## src/rtl/pwm_dynamic_multi.sv

```systemverilog
// Multi-channel PWM on a shared prescaled time base; duty writes land in shadow registers and
// are promoted to the active set only at the period wrap. Optional: PWM_DYNAMIC_MULTI_FADE_EN.
module pwm_dynamic_multi #(
  parameter int unsigned CHANNELS = 4,
  parameter int unsigned RES      = 8,
  parameter int unsigned PRESCALE = 100000,
  parameter int unsigned CH_W     = 2
) (
  input  logic                clock,
  input  logic                reset_n,
  input  logic [CHANNELS-1:0] enable,
  input  logic                wr_en,
  input  logic [CH_W-1:0]     wr_ch,
  input  logic [RES-1:0]      wr_duty,
  output logic [CHANNELS-1:0] pwm,
  output logic                period_start
);

  localparam int unsigned    PW         = (PRESCALE > 1) ? $clog2(PRESCALE) : 1;
  localparam logic [PW-1:0]  PRESC_LAST = PW'(PRESCALE - 1);
  // Counter stops at 2^RES-2 so that duty 2^RES-1 is high for the whole period.
  localparam logic [RES-1:0] CNT_LAST   = {{(RES - 1){1'b1}}, 1'b0};

  logic [PW-1:0]       presc_q, presc_d;
  logic [RES-1:0]      cnt_q, cnt_d;
  logic [RES-1:0]      shadow_q [CHANNELS];
  logic [RES-1:0]      shadow_d [CHANNELS];
  logic [RES-1:0]      active_q [CHANNELS];
  logic [RES-1:0]      active_d [CHANNELS];
  logic [CHANNELS-1:0] pwm_d;
  logic                tick, wrap;

  assign tick = (presc_q == PRESC_LAST);
  assign wrap = tick && (cnt_q == CNT_LAST);

  always_comb begin
    presc_d = tick ? '0 : presc_q + PW'(1);
    cnt_d   = cnt_q;
    if (tick) begin
      cnt_d = wrap ? '0 : cnt_q + RES'(1);
    end
    for (int i = 0; i < CHANNELS; i++) begin
      // Out-of-range channel selects match no index and are dropped.
      shadow_d[i] = shadow_q[i];
      if (wr_en && (wr_ch == CH_W'(i))) begin
        shadow_d[i] = wr_duty;
      end
      active_d[i] = active_q[i];
      if (wrap) begin
`ifdef PWM_DYNAMIC_MULTI_FADE_EN
        if (active_q[i] < shadow_q[i]) begin
          active_d[i] = active_q[i] + RES'(1);
        end else if (active_q[i] > shadow_q[i]) begin
          active_d[i] = active_q[i] - RES'(1);
        end
`else
        active_d[i] = shadow_q[i];
`endif
      end
      pwm_d[i] = enable[i] && (cnt_q < active_q[i]);
    end
  end

  always_ff @(posedge clock) begin
    if (!reset_n) begin
      presc_q      <= '0;
      cnt_q        <= '0;
      pwm          <= '0;
      period_start <= 1'b0;
      for (int i = 0; i < CHANNELS; i++) begin
        shadow_q[i] <= '0;
        active_q[i] <= '0;
      end
    end else begin
      presc_q      <= presc_d;
      cnt_q        <= cnt_d;
      pwm          <= pwm_d;
      period_start <= wrap;
      for (int i = 0; i < CHANNELS; i++) begin
        shadow_q[i] <= shadow_d[i];
        active_q[i] <= active_d[i];
      end
    end
  end

endmodule

```

## config.mk

```make
export PLATFORM = sky130hd
export DESIGN_NAME = pwm_dynamic_multi
export DESIGN_NICKNAME = d
export VERILOG_FILES = /design/src/rtl/pwm_dynamic_multi.sv
export SDC_FILE = /design/constraint.sdc
export NUM_CORES = 1
export LEC_CHECK = 0
export ABC_AREA = 1
export BUFFER_PORTS_ARGS = -buffer_cell sky130_fd_sc_hd__buf_4
export CAP_MARGIN = 20
export CORE_ASPECT_RATIO = 0.75
export CORE_MARGIN = 2
export CORE_UTILIZATION = 45
export CTS_BUF_LIST = sky130_fd_sc_hd__clkbuf_8 sky130_fd_sc_hd__clkbuf_16
export CTS_CLUSTER_DIAMETER = 100
export DETAILED_ROUTE_END_ITERATION = 7
export GPL_ROUTABILITY_DRIVEN = 0
export PLACE_DENSITY_LB_ADDON = 0.25
export SYNTH_ARGS = -nofsm -noshare
export SYNTH_HDL_FRONTEND = slang
export SYNTH_SLANG_ARGS = --single-unit
export TNS_END_PERCENT = 30
```

## constraint.sdc

```tcl
create_clock -name clock -period 1.6 [get_ports clock]
set_clock_uncertainty 0.1 [all_clocks]
set_input_delay 0.24 -clock clock [delete_from_list [all_inputs] [get_ports clock]]
set_output_delay 0.24 -clock clock [all_outputs]
set_load 0.05 [all_outputs]
```

==> flow_metrics.py, run 1 <==
metrics = {
    "finish": {
        "area_delta_synth_final_pct": 23.2,
        "postLayoutCoreUtil": 0.570,
        "final_cell_mix": "nand2_1, nor2_1, dfxtp_1",
        "multi_input_area_um2": 2280,
        "antenna_cells": 0,
        "seqCellArea_um2": 1890,
        "layout.cells.most_common": "nand2_1",
        "nFillCells": 926,
        "drive_above_1_share": 0.211,
        "fin_nets": 691,
        "stdcell_area_um2": 5480,
    },
    "yosys": {
        "synth_area_leaders": "dfxtp_1, nand2_1, ha_1",
        "synth_top_area_frac": 0.423,
        "synth-seq-cells": 94,
        "ys_seq_area_frac": 0.423,
        "yosysTopAreaCell": "dfxtp_1",
        "netlist_area_um2": 4450,
        "synth_cells": 575,
        "yosysWarnings": 0,
        "ys_types": 33,
        "synth_fp_nets": 623,
        "synth_area_per_cell_um2": 7.74,
    },
    "detailed_routing": {
        "drt_iter0_drc": 184,
        "drc": 0,
        "dr.pass1.iters": 4,
        "via_count": 3854,
        "drt_wl_total_um": 10200,
        "routed_via_density": 4.94,
        "avgRoutedWirePerCell_um": 13.1,
        "ant_nets": 0,
    },
    "floorplan": {
        "ioPinCount": 22,
        "die_h_um": 90.1,
        "rows": 31,
        "initial_core_util": 0.463,
        "dieArea_um2": 10700,
        "die_w_um": 119,
        "coreArea_um2": 9620,
    },
    "setup_path": {
        "required_ps": 1780,
        "critPathLaunchType": "flop",
        "worstSetupPathType": "flop to flop",
        "cp_slowest_stage_delay_ps": 350,
        "critPathTopFamily": "simple AND/OR/NAND/NOR gates",
        "crit_path_cell_trace": "ha_4, nand2_4, nor2_4, nand2_2, nor2_4, nand3_4, nor2_8, buf_12, nand2_1, o21ai_2",
        "crit_buf_inv": 1,
        "crit_arrival_ps": 1770,
        "critPathMaxFanout": 16,
        "end_kind": "flop",
        "slowest_stage": "dfxtp_2",
        "crit_top_cell": "nor2_4",
    },
    "cts": {
        "cts_tree": "built",
        "cts_sinks": 94,
        "cts-root-buf": "clkbuf_16",
        "cts_made_buffers": 9,
        "htreeDepth": 3,
        "insertion_delay_ps": 340,
        "path_clk_slew_ps": 70,
        "cts-hold-fix-buffers": 0,
        "clockBufferDepth": 2,
    },
    "sta": {
        "grt_setup_unrepaired": "true",
        "fin_ws_ps": 10.1,
        "max-slew-margin-rel": 0.657,
        "finalSetupViolCount": 0,
        "finalMaxSlewViolations": 0,
        "clock.fmax_ghz": 0.629,
        "tns_ps": 0,
        "min_period_ps": 1590,
        "hold_violations": 0,
        "layout_worst_path_cycle_share": 0.994,
        "tightest_slew_ps": 512,
    },
    "global_routing": {
        "grt_overflow": 0,
        "grt_pass1_vias": 3681,
        "grt_max_degree": 33,
        "antenna_found_initial": 0,
        "grt_use_total": 0.197,
        "grt_pass1_wl_um": 17000,
    },
    "outcome": {
        "outcome": "finished, final reports clean",
    },
    "place": {
        "io_buffer_count": 21,
        "dp_hpwl_um": 7820,
        "postPlaceCellArea_um2": 5090,
        "dp_slack_ps": -65.0,
    },
    "power_and_ir_drop": {
        "p_leak_uw": 0.00233,
        "power.density_nw_per_um2": 876,
        "peakVddDrop_v": 0.000499,
    },
    "min_path": {
        "hold_path.class": "primary input to flop",
    },
    "run": {
        "drv_cap": 0,
    },
}
[repair_timing]
action                     4_1_cts  5_1_grt
setup endpoints to repair       46       57
gates resized for setup          4       10
setup buffers                    2        0
pin swaps                        1        3
cloned                           0        1
[synth_stat cells]
cell	n
clkbuf_1	5
a21oi_1	31
nor2_2	2
o21ai_0	38
nor2_1	96
nand3_4	1
or2_2	1
or2_0	1
inv_1	67
o21a_1	4
dfxtp_1	94
nand2_4	1
nor2_8	1
nand3b_1	2
a21boi_0	4
ha_1	31
nor3_1	7
xor2_1	7
o21bai_1	5
nand3_2	1
buf_4	3
inv_4	1
nand2_2	4
nand3_1	18
nor3_4	1
nor2_4	2
nor3b_1	1
nor3_2	1
nand2_1	110
inv_2	1
o21ai_2	25
buf_6	4
nand4_1	5
[flip-flops by register name (all words and copies together) (netlist names)]
name and flops:
period_start 1, active_q 32, cnt_q 8, presc_q 17, pwm 4, shadow_q 32
[worst paths after layout]
check | startpoint | endpoint | slack (ps) | depth (start not counted)
max | presc_q[1] | active_q[2][4] | 10 | 10
min | enable[2] | pwm[2] | 50 | 3
max reg2reg | presc_q[1] | active_q[2][4] | 10 | 10
min reg2reg | active_q[1][0] | active_q[1][0] | 340 | 2
[stage by stage]
step / power [uW] / std cells / hold WS [ps]
2_1_floorplan: 2570 / 575 / 275
3_3_place_gp: 2670 / 761 / 326
3_5_place_dp: 2680 / 761 / 332
4_1_cts: 4830 / 779 / 44.3
5_1_grt: 4950 / 780 / 48.6
6_report: 4810 / 780 / 48.9
[where the power goes]
| group | switching [uW] | internal [uW] | total, uW |
|---|---|---|---|
| Sequential | 27.5 | 2390 | 2420 |
| Clock | 908 | 1250 | 2160 |
| Combinational | 131 | 99.7 | 231 |
[cells by family (layout without fill, tap and decap cells)]
group,count (synthesis),after routing,share of synthesized area
AOI/OAI and AO/OA,107,107,0.149
xor gates and xnor gates,7,7,0.0138
adders and majority gates,31,31,0.0872
buffers and inverters,81,154,0.0782
DFF,94,94,0.423
and+or+nand+nor,255,255,0.249
[tightest hold or removal path, delay by kind of cell]
kind | cells | cell delay [ps]
buf+inv | 1 | 110
simple gates | 2 | 110
[layer usage]
layer	up-vias	routed length, um	GRT usage
met5	-	0	0
met4	0	110	0.0675
met3	8	366	0.0419
met2	60	4600	0.306
met1	1796	5130	0.273
li1	1990	-	-
[final cells by class]
cell class	count	area share
clock inverter	6	0.0114
multi-input combinational	400	0.416
clock buffer	10	0.0436
sequential	94	0.344
timing repair buffer	69	0.107
inverter	69	0.0477
tap	132	0.0301
Power figures use the tool's default switching activity.
==> inputs of run 2 (changes only) <==
Settings changed: PLACE_DENSITY set to 0.63, PLACE_DENSITY_LB_ADDON 0.25 to not set.
==> run 2 against run 1 <==
  * Via count down 3.7%
  * Clock power hardly changed
  * Clock-buffer cell count stayed put
  * Worst hold slack worse by 4.8 ps
  * Die area did not move
  * Sequential power about the same
  * Design area shrank 1.7%
  * Critical path depth did not move
  * Critical endpoint is now active_q[0][3]
==> flow_metrics.py, run 2 (synthesis gave the netlist of run 1 again) <==
metrics = {
    "outcome": {
        "outcome": "finished, final reports clean",
    },
    "setup_path": {
        "worstSetupPathType": "flop to flop",
        "reg2reg_setup_slack_ps": 30,
        "end_kind": "flop",
        "critPathMaxFanout": 17,
        "required_ps": 1780,
        "r2r-start": "presc_q[1]",
        "crit_path_cell_trace": "ha_4, nand2_4, nor2_4, nand2_2, nor2_4, nand3_4, nor2_8, buf_12, nand2_1, o21ai_2",
        "crit_arrival_ps": 1750,
        "critPathLaunchType": "flop",
        "cp_slowest_stage_delay_ps": 350,
        "reg2reg_depth": 10,
        "crit_buf_inv": 1,
        "r2r-end": "active_q[0][3]",
        "slowest_stage": "dfxtp_2",
        "crit_top_cell": "nor2_4",
        "critPathTopFamily": "simple AND/OR/NAND/NOR gates",
    },
    "floorplan": {
        "dieArea_um2": 10700,
        "coreArea_um2": 9620,
        "rows": 31,
        "die_h_um": 90.1,
        "initial_core_util": 0.463,
        "die_w_um": 119,
        "ioPinCount": 22,
    },
    "cts": {
        "cts_made_buffers": 9,
        "cts_tree": "built",
        "path_clk_slew_ps": 70,
        "cts-hold-fix-buffers": 0,
        "htreeDepth": 3,
        "post_cts.repair.setup_buffers": 0,
        "clockBufferDepth": 2,
        "cts_sinks": 94,
        "insertion_delay_ps": 340,
        "cts-root-buf": "clkbuf_16",
    },
    "global_routing": {
        "grt_pass1_vias": 3504,
        "antenna_found_initial": 0,
        "grt_use_total": 0.195,
        "grt_overflow": 0,
        "grt_pass1_wl_um": 16600,
        "grt_max_degree": 34,
    },
    "sta": {
        "finalMaxSlewViolations": 0,
        "grt_setup_unrepaired": "true",
        "fin_ws_ps": 25.6,
        "hold_violations": 0,
        "max-slew-margin-rel": 0.656,
        "tns_ps": 0,
        "min_period_ps": 1570,
        "layout_worst_path_cycle_share": 0.984,
        "tightest_slew_ps": 515,
        "finalSetupViolCount": 0,
        "clock.fmax_ghz": 0.635,
    },
    "finish": {
        "final_cell_mix": "nand2_1, nor2_1, dfxtp_1",
        "nFillCells": 937,
        "seqCellArea_um2": 1890,
        "fin_nets": 678,
        "layout.cells.most_common": "nand2_1",
        "multi_input_area_um2": 2290,
        "postLayoutCoreUtil": 0.560,
        "area_delta_synth_final_pct": 21.1,
        "drive_above_1_share": 0.202,
        "top_regs": "active_q: 32 flops, shadow_q: 32 flops, presc_q: 17 flops",
        "antenna_cells": 0,
    },
    "run": {
        "drv_cap": 0,
    },
    "min_path": {
        "whs_path_depth": 3,
        "min_from": "enable[3]",
        "hold_path.class": "primary input to flop",
        "min_to": "pwm[3]",
    },
    "detailed_routing": {
        "dr.pass1.iters": 4,
        "ant_nets": 0,
        "drt_wl_total_um": 9800,
        "drc": 0,
        "routed_via_density": 4.84,
        "via_count": 3712,
        "avgRoutedWirePerCell_um": 12.8,
        "drt_iter0_drc": 221,
    },
    "place": {
        "io_buffer_count": 21,
        "dp_hpwl_um": 7510,
        "dp_slack_ps": -23.7,
    },
    "power_and_ir_drop": {
        "peakVddDrop_v": 0.000725,
        "power.density_nw_per_um2": 891,
        "p_leak_uw": 0.00226,
    },
}
-- run 2: changes by cell type in the layout (fill, tap and decap cells not counted), sizes merged --
cell / previous run / this run
clkbuf: 11 / 10
clkinv: 1 / 3
inv: 72 / 70
buf: 68 / 56
-- run 2: through the flow --
step	area (um^2)	power (uW)	hold WS [ps]	instances
floorplan	4470	2570	275	575
global route	5390	4970	50.0	767
detailed placement	5030	2680	332	751
finish	5390	4810	44.1	767
CTS	5340	4850	38.2	767
global placement	5030	2670	325	751
-- run 2: cell type report --
class,instances,share of cell area
clock inverters,6,0.0128
clock buffers,10,0.0443
repair buffers,56,0.0896
flip-flops and latches,94,0.350
well taps,132,0.0306
multi-input cells,400,0.424
inverters,69,0.0485
-- run 2: timing repair --
item | CTS | global route
setup endpoints to repair | 23 | 57
gates resized for setup | 2 | 16
pin swaps | 2 | 2
-- run 2: routing by layer --
metal  GRT usage  share of wire  up-vias
li1            -              -     1958
met1       0.271           0.50     1692
met2       0.296           0.44       51
met3      0.0577          0.050       11
met4      0.0446         0.0097        0
met5           0              0        -
-- run 2: worst max path at each step --
stage	end	slack [ps]	depth (start not counted)	start
floorplan	active_q[0][0]	10	11	presc_q[1]
global placement	active_q[3][7]	3	9	presc_q[1]
detailed placement	active_q[2][7]	-20	9	presc_q[1]
CTS	active_q[3][7]	-20	9	presc_q[1]
global route	active_q[1][2]	-70	10	presc_q[1]
finish	active_q[0][3]	30	10	presc_q[1]
-- run 2: power breakdown --
group / switching (uW) / internal [uW] / total [uW]
Combinational: 124 / 85.2 / 209
Clock: 917 / 1260 / 2180
Sequential: 30.5 / 2390 / 2420
-- run 2: worst reg2reg max path, cell delays in order (launching register included) --
cell and delay, ps:
dfxtp_2 350, ha_4 150, nand2_4 50, nor2_4 120, nand2_2 70, nor2_4 140
nand3_4 130, nor2_8 140, buf_12 150, nand2_1 70, o21ai_2 50
==> inputs of run 3 (changes only) <==
Settings changed: ABC_AREA 1 to 0, PLACE_DENSITY 0.63 to 0.61.
Clock period 1.6 ns to 2 ns, I/O delays scaled along.
==> run 3 against run 2 <==
  * Clock power down 20%
  * Global-route usage is 1.7 points higher
  * Worst hold slack gained 79 ps
  * Critical path depth fell by 5
  * Final cell count down 13%
  * Via count down 1.6%
  * Routed wire length grew 10%
  * Non-clock buffer count is 3 lower
  * Largest cell class unchanged
  * Critical path type unchanged
  * Register-to-register slack better by 140 ps
  * Sequential power fell by 21%
  * Total power fell by 21%
  * Clock-buffer cell count did not move
==> flow_metrics.py, run 3 <==
metrics = {
    "yosys": {
        "netlist_top_cells_count": "dfxtp_1, nor2_1, a21oi_1",
        "netlist_area_um2": 4460,
        "synth_area_leaders": "dfxtp_1, ha_1, mux2i_1",
        "synth_cells": 505,
        "synth_fp_nets": 553,
        "synthFlopType": "dfxtp_1",
        "yosysTopAreaCell": "dfxtp_1",
        "synth-seq-cells": 94,
        "ys_seq_area_frac": 0.422,
        "synthArstFlopShare": 0,
        "synth_area_per_cell_um2": 8.83,
        "ys_types": 40,
        "synth_top_area_frac": 0.422,
        "synth_edf_count": 0,
        "synth.most_common_cell": "dfxtp_1",
        "yosysWarnings": 0,
    },
    "finish": {
        "stdcell_area_um2": 5240,
        "final_cell_mix": "dfxtp_1, nor2_1, buf_4",
        "drive_above_1_share": 0.139,
        "fin_nets": 582,
        "layout.cells.most_common": "dfxtp_1",
        "antenna_cells": 0,
        "area_delta_synth_final_pct": 17.6,
        "top_regs": "active_q: 32 flops, shadow_q: 32 flops, presc_q: 17 flops",
    },
    "floorplan": {
        "rows": 31,
        "die_w_um": 119,
        "ioPinCount": 22,
        "initial_core_util": 0.461,
        "coreArea_um2": 9660,
        "dieArea_um2": 10700,
        "die_h_um": 90.2,
    },
    "setup_path": {
        "reg2reg_setup_slack_ps": 170,
        "crit_arrival_ps": 2010,
        "r2r-start": "presc_q[1]",
        "end_kind": "flop",
        "r2r-end": "cnt_q[5]",
        "worstSetupPathType": "flop to flop",
        "critPathLaunchType": "flop",
        "reg2reg_depth": 5,
        "required_ps": 2170,
        "critPathMaxFanout": 12,
        "cp-startpoint": "presc_q[1]",
    },
    "place": {
        "postPlaceCellArea_um2": 4920,
        "dp_hpwl_um": 7390,
        "io_buffer_count": 21,
    },
    "run": {
        "drv_cap": 0,
    },
    "cts": {
        "clockBufferDepth": 2,
        "cts-root-buf": "clkbuf_16",
        "post_cts.repair.setup_buffers": 0,
        "htreeDepth": 3,
        "cts_sinks": 94,
        "cts_made_buffers": 9,
        "insertion_delay_ps": 340,
        "cts_resized": 0,
        "path_clk_slew_ps": 60,
        "cts_tree": "built",
        "cts-hold-fix-buffers": 0,
    },
    "detailed_routing": {
        "dr.pass1.iters": 5,
        "ant_nets": 0,
        "via_count": 3654,
        "avgRoutedWirePerCell_um": 16.1,
        "routed_via_density": 5.45,
        "drc": 0,
        "wl_met3_um": 675,
        "route.met2.wl_um": 4440,
        "drt_wl_total_um": 10800,
        "drt_iter0_drc": 212,
        "highest-signal-layer": "met4",
        "wl_met1_um": 5540,
    },
    "sta": {
        "clock.fmax_ghz": 0.546,
        "min_period_ps": 1830,
        "tightest_slew_ps": 567,
        "layout_worst_path_cycle_share": 0.916,
        "hold_violations": 0,
        "hold_slack_ps": 123,
        "grt_setup_unrepaired": "false",
        "finalSetupViolCount": 0,
        "tns_ps": 0,
        "max-slew-margin-rel": 0.621,
        "finalMaxSlewViolations": 0,
    },
    "power_and_ir_drop": {
        "seq_power_share": 0.502,
        "p_leak_uw": 0.00204,
        "p_sw_uw": 841,
        "netSwitchingFraction": 0.220,
        "p_clk_frac": 0.458,
        "power.density_nw_per_um2": 729,
        "internal_power_uw": 2980,
        "peakVddDrop_v": 0.000433,
        "pwr-share-comb": 0.040,
    },
    "min_path": {
        "hold_path.class": "primary input to flop",
        "min_to": "pwm[0]",
        "whs_path_depth": 3,
        "min_from": "enable[0]",
    },
    "global_routing": {
        "grt_pass1_vias": 3453,
        "grt_use_total": 0.212,
        "antenna_found_initial": 0,
        "grt_max_degree": 51,
        "grt_pass1_wl_um": 17900,
        "grt_overflow": 0,
    },
    "outcome": {
        "outcome": "finished, final reports clean",
    },
}
-- run 3: worst max path at each step --
| stage | to | slack [ps] | cells past startpoint |
|---|---|---|---|
| 4_1_cts | cnt_q[5] | 50 | 5 |
| 3_3_place_gp | cnt_q[2] | 130 | 7 |
| 5_1_grt | active_q[1][5] | 50 | 7 |
| 6_report | cnt_q[5] | 170 | 5 |
| 2_1_floorplan | active_q[0][0] | 90 | 10 |
| 3_5_place_dp | cnt_q[5] | 70 | 5 |
-- run 3: cell families after synthesis --
group                    share of synthesized area
buffers and inverters                       0.0648
XOR/XNOR                                    0.0314
AO/OA/AOI/OAI                                0.131
AND/OR/NAND/NOR                              0.192
multiplexers                                0.0719
adder cells (fa/ha/maj)                     0.0870
flip-flops                                   0.422
-- run 3: critical path, stage by stage (launching register included) --
cell and delay (ps):
dfxtp_1 360, ha_1 170, and4_4 250, nand4_4 210, or4_1 520, a21oi_1 170
-- run 3: layout make-up --
class	instances	area (um^2)
fill	878	4420
multi-input combinational	341	2290
sequential	94	1880
timing repair buffer	53	460
clock buffer	10	239
tap	132	165
inverter	35	131
clock inverter	6	67.6
-- run 3: power groups by stage --
stage / combinational [uW] / clock, uW / sequential, uW
2_1_floorplan: 87.7 / 0 / 1950
3_3_place_gp: 151 / 0 / 1960
3_5_place_dp: 152 / 0 / 1960
4_1_cts: 153 / 1790 / 1920
5_1_grt: 166 / 1880 / 1920
6_report: 152 / 1750 / 1920
-- run 3: routing by layer --
metal,track usage,up-vias
li1,-,1854
met1,0.308,1687
met2,0.299,102
met3,0.0558,11
met4,0.0744,0
met5,0,-
-- run 3: metrics by stage --
step	worst slack (ps)	util	instances	total power (uW)
finish	168	0.543	671	3820
global route	49.0	0.543	671	3960
detailed placement	65.3	0.510	655	2110
global placement	134	0.510	655	2110
CTS	50.5	0.542	671	3860
floorplan	91.5	-	505	2040
